==> src/rtl/alu_uart_pkg.sv <==
// Shared types and ALU opcode values for the UART <-> ALU glue logic.
package alu_uart_pkg;

  typedef enum logic [2:0] {
    WAIT_A,
    WAIT_B,
    WAIT_OP,
    EVAL,
    SEND,
    WAIT_TX
  } state_t;

  localparam logic [5:0] ADD = 6'b100000;
  localparam logic [5:0] SUB = 6'b100010;
  localparam logic [5:0] AND = 6'b100100;
  localparam logic [5:0] OR  = 6'b100101;
  localparam logic [5:0] XOR = 6'b100110;
  localparam logic [5:0] NOR = 6'b100111;
  localparam logic [5:0] SRA = 6'b000011;
  localparam logic [5:0] SRL = 6'b000010;

endpackage

==> src/rtl/alu_uart_interface.sv <==
// Collects A, B and opcode bytes from the UART receiver, feeds them to the ALU and hands the
// captured result to the UART transmitter with a start/done handshake.
module alu_uart_interface
  import alu_uart_pkg::*;
#(
  parameter int unsigned NB_DATA     = 8,
  parameter int unsigned NB_OPERADOR = 6,
  parameter int unsigned NB_UART     = 8
) (
  input  logic                   i_clock,
  input  logic                   i_reset,
  input  logic [NB_UART-1:0]     i_rx_data,
  input  logic                   i_rx_done,
  input  logic                   i_tx_done,
  input  logic [NB_DATA-1:0]     i_resultado,
  output logic [NB_DATA-1:0]     o_dato_a,
  output logic [NB_DATA-1:0]     o_dato_b,
  output logic [NB_OPERADOR-1:0] o_operador,
  output logic [NB_UART-1:0]     o_tx_data,
  output logic                   o_tx_start,
  output logic                   o_busy,
  output logic                   o_error
);

  state_t                 state_q, state_d;
  logic [NB_DATA-1:0]     dato_a_q, dato_a_d;
  logic [NB_DATA-1:0]     dato_b_q, dato_b_d;
  logic [NB_OPERADOR-1:0] operador_q, operador_d;
  logic [NB_UART-1:0]     tx_data_q, tx_data_d;
  logic                   tx_start_q, tx_start_d;
  logic                   error_q, error_d;
  logic                   busy;

  assign busy = (state_q == EVAL) || (state_q == SEND) || (state_q == WAIT_TX);

  always_comb begin
    state_d    = state_q;
    dato_a_d   = dato_a_q;
    dato_b_d   = dato_b_q;
    operador_d = operador_q;
    tx_data_d  = tx_data_q;
    tx_start_d = 1'b0;
    error_d    = error_q;

    unique case (state_q)
      WAIT_A: begin
        if (i_rx_done) begin
          dato_a_d = i_rx_data[NB_DATA-1:0];
          state_d  = WAIT_B;
        end
      end
      WAIT_B: begin
        if (i_rx_done) begin
          dato_b_d = i_rx_data[NB_DATA-1:0];
          state_d  = WAIT_OP;
        end
      end
      WAIT_OP: begin
        if (i_rx_done) begin
          operador_d = i_rx_data[NB_OPERADOR-1:0];
          state_d    = EVAL;
        end
      end
      EVAL: begin
        tx_data_d  = NB_UART'(i_resultado);
        // Registered start, so the pulse lines up with the SEND state.
        tx_start_d = 1'b1;
        state_d    = SEND;
      end
      SEND: begin
        state_d = WAIT_TX;
      end
      WAIT_TX: begin
        if (i_tx_done) begin
          state_d = WAIT_A;
        end
      end
      default: begin
        state_d = WAIT_A;
      end
    endcase

    // A byte arriving while a result is in flight is lost, even if tx_done frees us this cycle.
    if (i_rx_done && busy) begin
      error_d = 1'b1;
    end
  end

  always_ff @(posedge i_clock or negedge i_reset) begin
    if (!i_reset) begin
      state_q    <= WAIT_A;
      dato_a_q   <= '0;
      dato_b_q   <= '0;
      operador_q <= '0;
      tx_data_q  <= '0;
      tx_start_q <= 1'b0;
      error_q    <= 1'b0;
    end else begin
      state_q    <= state_d;
      dato_a_q   <= dato_a_d;
      dato_b_q   <= dato_b_d;
      operador_q <= operador_d;
      tx_data_q  <= tx_data_d;
      tx_start_q <= tx_start_d;
      error_q    <= error_d;
    end
  end

  assign o_dato_a   = dato_a_q;
  assign o_dato_b   = dato_b_q;
  assign o_operador = operador_q;
  assign o_tx_data  = tx_data_q;
  assign o_tx_start = tx_start_q;
  assign o_busy     = busy;
  assign o_error    = error_q;

endmodule

==> config.mk <==
export PLATFORM = sky130hd
export DESIGN_NAME = alu_uart_interface
export DESIGN_NICKNAME = d
export VERILOG_FILES = /design/src/rtl/alu_uart_pkg.sv /design/src/rtl/alu_uart_interface.sv
export SDC_FILE = /design/constraint.sdc
export NUM_CORES = 1
export LEC_CHECK = 0
export CAP_MARGIN = 5
export CELL_PAD_IN_SITES_DETAIL_PLACEMENT = 1
export CELL_PAD_IN_SITES_GLOBAL_PLACEMENT = 1
export CORE_MARGIN = 2
export CORE_UTILIZATION = 25
export CTS_CLUSTER_SIZE = 14
export DETAILED_ROUTE_END_ITERATION = 12
export GPL_ROUTABILITY_DRIVEN = 0
export PLACE_DENSITY_LB_ADDON = 0.1
export SLEW_MARGIN = 30
export SYNTH_ARGS = -nofsm -noshare
export SYNTH_HDL_FRONTEND = slang
export SYNTH_SLANG_ARGS = --single-unit
==> constraint.sdc <==
create_clock -name i_clock -period 1.7 [get_ports i_clock]
set_clock_uncertainty 0.05 [all_clocks]
set_input_delay 0.34 -clock i_clock [delete_from_list [all_inputs] [get_ports i_clock]]
set_output_delay 0.34 -clock i_clock [all_outputs]
set_load 0.005 [all_outputs]
Yosys cells after proc, flatten, opt, wreduce, memory -nomap -nowiden
Cells that the tools add are included.

Equality and inequality tests: 9. Muxes and demuxes: 6. Reduce and logical (&&, ||, !) cells: 8.

Operators with widths (number): one-hot mux 3 bit (6 select lines) (1); 2-to-1 mux 3 bit (4); inequality test 2 bit (second input constant) (4); == test 3 x 2 -> 1 bit (second input constant) (2); == test 3 bit (second input constant) (2); AND reduction 2 bit (3); AND reduction 4 bit (1); == test 3 x 1 -> 1 bit (second input constant) (1); zero test 3 bit (1); logical OR 1 bit (2); logical AND 1 bit (1); 2-to-1 mux 1 bit (1).

Flip-flop bits (word level): 35. Bits of input ports: 20. Output and inout port bits: 33. Word-level logic and storage cells: 30.

Logic depth before layout (Yosys ltp)
Gate-level depths: netlist of the first run.

Depth in word-level cells: 4. Mapped depth: 4. Depth with buffers taken out: 2.

Worst setup path before layout of the first run
OpenSTA, ideal clock, no wires.

Kind: register -> register. Start: reg state_q[0]. End: reg dato_a_q[0], in the netlist o_dato_a[0]. Arrival: 1.322 ns. Setup slack: 0.203 ns. Stages on the path, launching flop included: 4. Period minus slack after synthesis: 1.497 ns. Cell sequence: dfrtp_1 buf_2 nor4b_4 mux2_2.

Word-level cells in the longest chain between the ends: 2.

Ends and longest elaborated chain: start, declared (RTL line alu_uart_interface.sv:25) `state_t state_q, state_d;`; start signal, assigned (RTL line alu_uart_interface.sv:99) `state_q <= state_d;`; zero test 3 bit (RTL line alu_uart_interface.sv:45) `unique case (state_q)`; AND reduction 2 bit (no source line); end signal, assigned (RTL line alu_uart_interface.sv:100) `dato_a_q <= dato_a_d;`; end, declared (RTL line alu_uart_interface.sv:26) `logic [NB_DATA-1:0] dato_a_q, dato_a_d;`.

Every way passes these cells. A chain may end at the register's enable or synchronous reset.

Worst setup path after layout of the first run
Start: in i_rx_done. End: reg dato_b_q[4], in the netlist o_dato_b[4].

Word-level cells in the longest chain between the ends: 1.

Ends and longest elaborated chain: start, declared (RTL line alu_uart_interface.sv:13) `input logic i_rx_done,`; AND reduction 2 bit (no source line); end signal, assigned (RTL line alu_uart_interface.sv:101) `dato_b_q <= dato_b_d;`; end, declared (RTL line alu_uart_interface.sv:27) `logic [NB_DATA-1:0] dato_b_q, dato_b_d;`.

Every way passes these cells.

==> run metrics, run 1 <==
outcome=finished, final reports clean; Pre-Repair DR Iteration Count=2; area grow syn2layout=59.0%; vias per cell=4.19; grt ovf=0; power per cell area=1840 nW/um^2; Crit. End Element=flop; Core Footprint=5200 um^2; Die Y=78.0 um; final core occ=0.418; DP Area=2040 um^2; crit path DAT=1.76 ns; XOR/XNOR Fraction of Synth Area=0; DRT iter0 DRCs=17; CP startpoint kind=input pin; Mapped Avg Cell Area=15.7 um^2; # H-tree levels=2; n_diodes=0; CTS tree=done; Crit Path Category=in -> reg; Synth Area in Compound Gates=0.0174; Rel. slew slack=0.813; Gate Count Post-Synth=87; mux contribution to synthesized area=0.247; Crit path largest cell delay=0.55 ns; CP max FO=8; Clock Pin Slew Worst Setup and Hold Paths=0.07 ns; vias=942; fin worst setup slack=0.0561 ns; largest net degree at the start of global routing=14; number of nets with antenna violations after routing=0; Total Nets Final=174; cells along the critical path=clkdlybuf4s50_1, nor4bb_4, buf_4, mux2_2; cts bufs inserted=5; CTS root buf=clkbuf_8; synthesized flop and latch total=35; Row Count=26; CP Data Required Time=1.81 ns; adder-cell share of the synthesized area=0; global-route wire length before repair=5750 um; post-layout min period=1.64 ns; post-route cell area=2180 um^2; Starting Density=0.263; DR DRC count=0; initial antenna violation count=0; vias in the first global route=1,102; share of the yosys chip area belonging to registers=0.640; simple-gate share of the synthesized area=0.0759; die area=6080 um^2; final slew viol count=0; Cell Area, Synth=1370 um^2; Finished Layout Cells=225; WL/cell=15.0 um; fmax=0.608 GHz; Synth Net Count=107; VDD IR max=719 uV; library cells used by synthesis=18; Critical-path top delay cell=clkdlybuf4s50_1; layout cells sized above 1=0.335; maxcap violations=0; Clock Latency Late Sink=0.28 ns; dpl ws=-0.229 ns; Hold Path Class=in -> async; number of I/O port buffers=52; die outline width=78.0 um; maximum buffer depth of the clock tree=2; I/O Pins=53; largest family of logic cells by synthesized area=multiplexers; gr usage total=0.126; crit path buf inv count=2; CP top delay family=buffers and inverters; Yosys warnings=0; unrepaired setup endpoints after global routing=false; Slew @ Worst Pin=0.280 ns; fin crit share=0.967; HPWL after detailed placement=2620 um; Cells after DPL=215; Design Power=4.01 mW; Leakage=0.915 nW; clk sinks=35; Hold Vio Cnt, Final=0; # setup viols final=0; Post-Route WL=3390 um
==> cell type report <==
class	count	area [um^2]
tap	70	87.6
multi-input combinational	46	494
sequential	35	877
timing repair buffer	64	611
inverter	2	7.51
clock buffer	8	100
fill	560	3030
==> path summary, 6_finish.rpt <==
check,startpoint,end,slack (ns),cells past startpoint
min reg2reg,o_dato_a[3],o_dato_a[3],0.45,1
min in group i_clock,o_dato_a[3],o_dato_a[3],0.45,1
max in group asynchronous,i_reset,state_q[0],0.70,3
max,i_rx_done,o_dato_b[4],0.06,4
min,i_reset,o_dato_b[1],0.42,2
max reg2reg,state_q[0],o_dato_a[5],0.12,4
==> layout by cell type (no fill, tap or decap), types with 2 or more instances in the layout <==
master,Yosys,routed
mux2_2,26,26
clkbuf_8,0,7
dfrtp_1,35,34
mux2_1,4,4
inv_1,2,2
nand3b_1,2,2
buf_4,0,10
clkdlybuf4s50_1,0,50
==> layer usage <==
metal | track usage | wire length, um | up-vias
met3 | 0.0430 | 128 | 6
met2 | 0.216 | 1860 | 19
met5 | 0 | 0 | -
met4 | 0.0474 | 56 | 0
li1 | - | - | 438
met1 | 0.145 | 1340 | 479
==> Yosys cell counts (all sizes together) <==
cell type	instances	area, um^2
a31oi	1	6.26
buf	4	20.0
nand2b	2	12.5
inv	2	7.51
o211ai	1	7.51
and2	1	6.26
a21oi	1	5.00
o21ai	1	5.00
mux2	30	338
nor2	1	3.75
nor4b	1	23.8
dfrtp	35	876
nor4bb	2	20.0
nand2	1	3.75
nand3b	2	15.0
or3b	1	8.76
or4b	1	10.0
==> sequential cells by signal, indices dropped and copies added, names as in the netlist <==
name        flops
o_dato_a        8
o_tx_data       8
o_tx_start      1
state_q         3
o_error         1
o_operador      6
o_dato_b        8
==> cell families (layout without fill, tap and decap cells) <==
family,count (synthesis),after routing
multiplexers,30,30
AND/OR/NAND/NOR,12,12
buffers and inverters,6,74
AO/OA/AOI/OAI,4,4
flip-flops,35,35
==> report_power, final <==
| part | switching (mW) | internal, mW | leakage [nW] |
|---|---|---|---|
| clock | 0.278 | 0.369 | 0.0515 |
| sequential | 0.232 | 1.26 | 0.417 |
| combinational | 0.598 | 1.27 | 0.446 |
==> per-stage QoR <==
| step | hold WS [ns] | TNS (ns) |
|---|---|---|
| 2_1_floorplan | -0.00559 | 0 |
| 3_3_place_gp | 0.186 | -3.64 |
| 3_5_place_dp | 0.188 | -4.10 |
| 4_1_cts | 0.433 | 0 |
| 5_1_grt | 0.439 | 0 |
| 6_report | 0.424 | 0 |
==> repair_timing <==
item,4_1_cts,5_1_grt
hold endpoints to repair,10,0
endpoints found under the setup margin,1,6
hold buffers,1,0
buffers inserted,1,0
gates resized for setup,4,1
(Power assumes the default switching activity.)
==> run 2, diff against run 1 <==
--- a/config.mk
+++ b/config.mk
@@ -10,6 +10,8 @@
 export CELL_PAD_IN_SITES_GLOBAL_PLACEMENT = 1
 export CORE_MARGIN = 2
 export CORE_UTILIZATION = 25
+export CTS_BUF_LIST = sky130_fd_sc_hd__clkbuf_4 sky130_fd_sc_hd__clkbuf_8 sky130_fd_sc_hd__clkbuf_16
+export CTS_CLUSTER_DIAMETER = 30
 export CTS_CLUSTER_SIZE = 14
 export DETAILED_ROUTE_END_ITERATION = 12
 export GPL_ROUTABILITY_DRIVEN = 0
==> run metrics, run 2 (synthesis gave the netlist of run 1 again) <==
post-layout min period=1.64 ns; Crit. End Element=flop; highest routed layer=met4; vias in the first global route=1,102; DRT iter0 DRCs=17; VDD IR max=720 uV; clk sinks=35; die outline width=78.0 um; gr usage total=0.126; n_diodes=0; global-route wire length before repair=5750 um; number of nets with antenna violations after routing=0; fin crit share=0.967; commonest non-fill, non-tap cell in the layout=clkdlybuf4s50_1; outcome=finished, final reports clean; area grow syn2layout=59.3%; reg-to-reg endpoint=o_dato_a[5]; Slew @ Worst Pin=0.280 ns; vias per cell=4.19; Clock Pin Slew Worst Setup and Hold Paths=0.07 ns; unrepaired setup endpoints after global routing=false; initial antenna violation count=0; # H-tree levels=2; power per cell area=1840 nW/um^2; DR DRC count=0; CP max FO=8; Hold Vio Cnt, Final=0; Row Count=26; WL met2=1860 um; CP startpoint kind=input pin; Starting Density=0.263; reg2reg start=state_q[0]; CTS root buf=clkbuf_8; CP Data Required Time=1.81 ns; CTS tree=done; worst r2r path cells=4; Core Footprint=5200 um^2; fmax=0.608 GHz; fin worst setup slack=0.0561 ns; # setup viols final=0; final slew viol count=0; WL/cell=15.0 um; Post-Route WL=3390 um; cts bufs inserted=5; HPWL after detailed placement=2620 um; Die Y=78.0 um; number of I/O port buffers=52; metal3 WL=128 um; Leakage=0.919 nW; Fillers=559; grt ovf=0; I/O Pins=53; Pre-Repair DR Iteration Count=2; Hold Path Class=in -> async; die area=6080 um^2; Clock Latency Late Sink=0.28 ns; final hold slack=0.424 ns; layout cells sized above 1=0.342; Crit Path Category=in -> reg; maxcap violations=0; largest net degree at the start of global routing=14; commonest non-fill, non-tap cells in the layout=50 x clkdlybuf4s50_1, 34 x dfrtp_1, 26 x mux2_2; dpl ws=-0.229 ns; crit path DAT=1.76 ns; Total Nets Final=174; FF-to-FF setup slack=0.12 ns; vias=942; maximum buffer depth of the clock tree=2; wire length on met1=1340 um; Rel. slew slack=0.813
==> run 2: how the worst max path moves through the flow <==
stage / start / cells after the start / slack [ns] / end
after floorplan: state_q[0] / 3 / 0.20 / o_dato_a[0]
after global placement: i_rx_done / 4 / -0.21 / o_dato_b[2]
after detailed placement: i_rx_done / 4 / -0.23 / o_dato_b[4]
after CTS: i_rx_done / 4 / 0.05 / o_dato_b[4]
after global routing: i_rx_done / 4 / 0.009 / o_dato_b[3]
final: i_rx_done / 4 / 0.06 / o_dato_b[4]
==> run 2: timing repair <==
| item | CTS | global route |
|---|---|---|
| hold endpoints to repair | 10 | 0 |
| buffers inserted | 1 | 0 |
| gates resized for setup | 4 | 1 |
| hold buffers | 1 | 0 |
| endpoints found under the setup margin | 1 | 6 |
| gates cloned | 0 | 0 |
==> run 2: layout make-up <==
| cell class | count | area (um^2) | area share |
|---|---|---|---|
| Sequential cell | 35 | 877 | 0.402 |
| Clock buffer | 8 | 104 | 0.0476 |
| Timing Repair Buffer | 64 | 611 | 0.280 |
| Multi-Input combinational cell | 46 | 494 | 0.227 |
| Inverter | 2 | 7.51 | 0.00344 |
| Tap cell | 70 | 87.6 | 0.0402 |
==> run 2: stage by stage <==
stage	total power [mW]	TNS (ns)	cell area, um^2	cells	utilization
floorplan	2.20	0	1370	87	-
global placement	3.29	-3.64	2040	215	0.392
detailed placement	3.35	-4.10	2040	215	0.392
CTS	4.09	0	2170	225	0.417
global route	4.31	0	2180	225	0.419
finish	4.02	0	2180	225	0.419
==> run 2: worst max-delay path, stage by stage <==
cell and delay (ns):
clkdlybuf4s50_1 0.55, nor4bb_4 0.31, buf_4 0.21, mux2_2 0.35
==> run 2: power breakdown <==
group / switching [mW] / internal [mW] / leakage [nW]
clock network: 0.278 / 0.385 / 0.0549
registers: 0.232 / 1.26 / 0.417
logic: 0.598 / 1.27 / 0.446
total: 1.11 / 2.91 / 0.919
==> run 2: per-layer routing <==
layer | GRT usage | vias up
li1 | - | 438
met1 | 0.145 | 479
met2 | 0.216 | 19
met3 | 0.0430 | 6
met4 | 0.0474 | 0
met5 | 0 | -
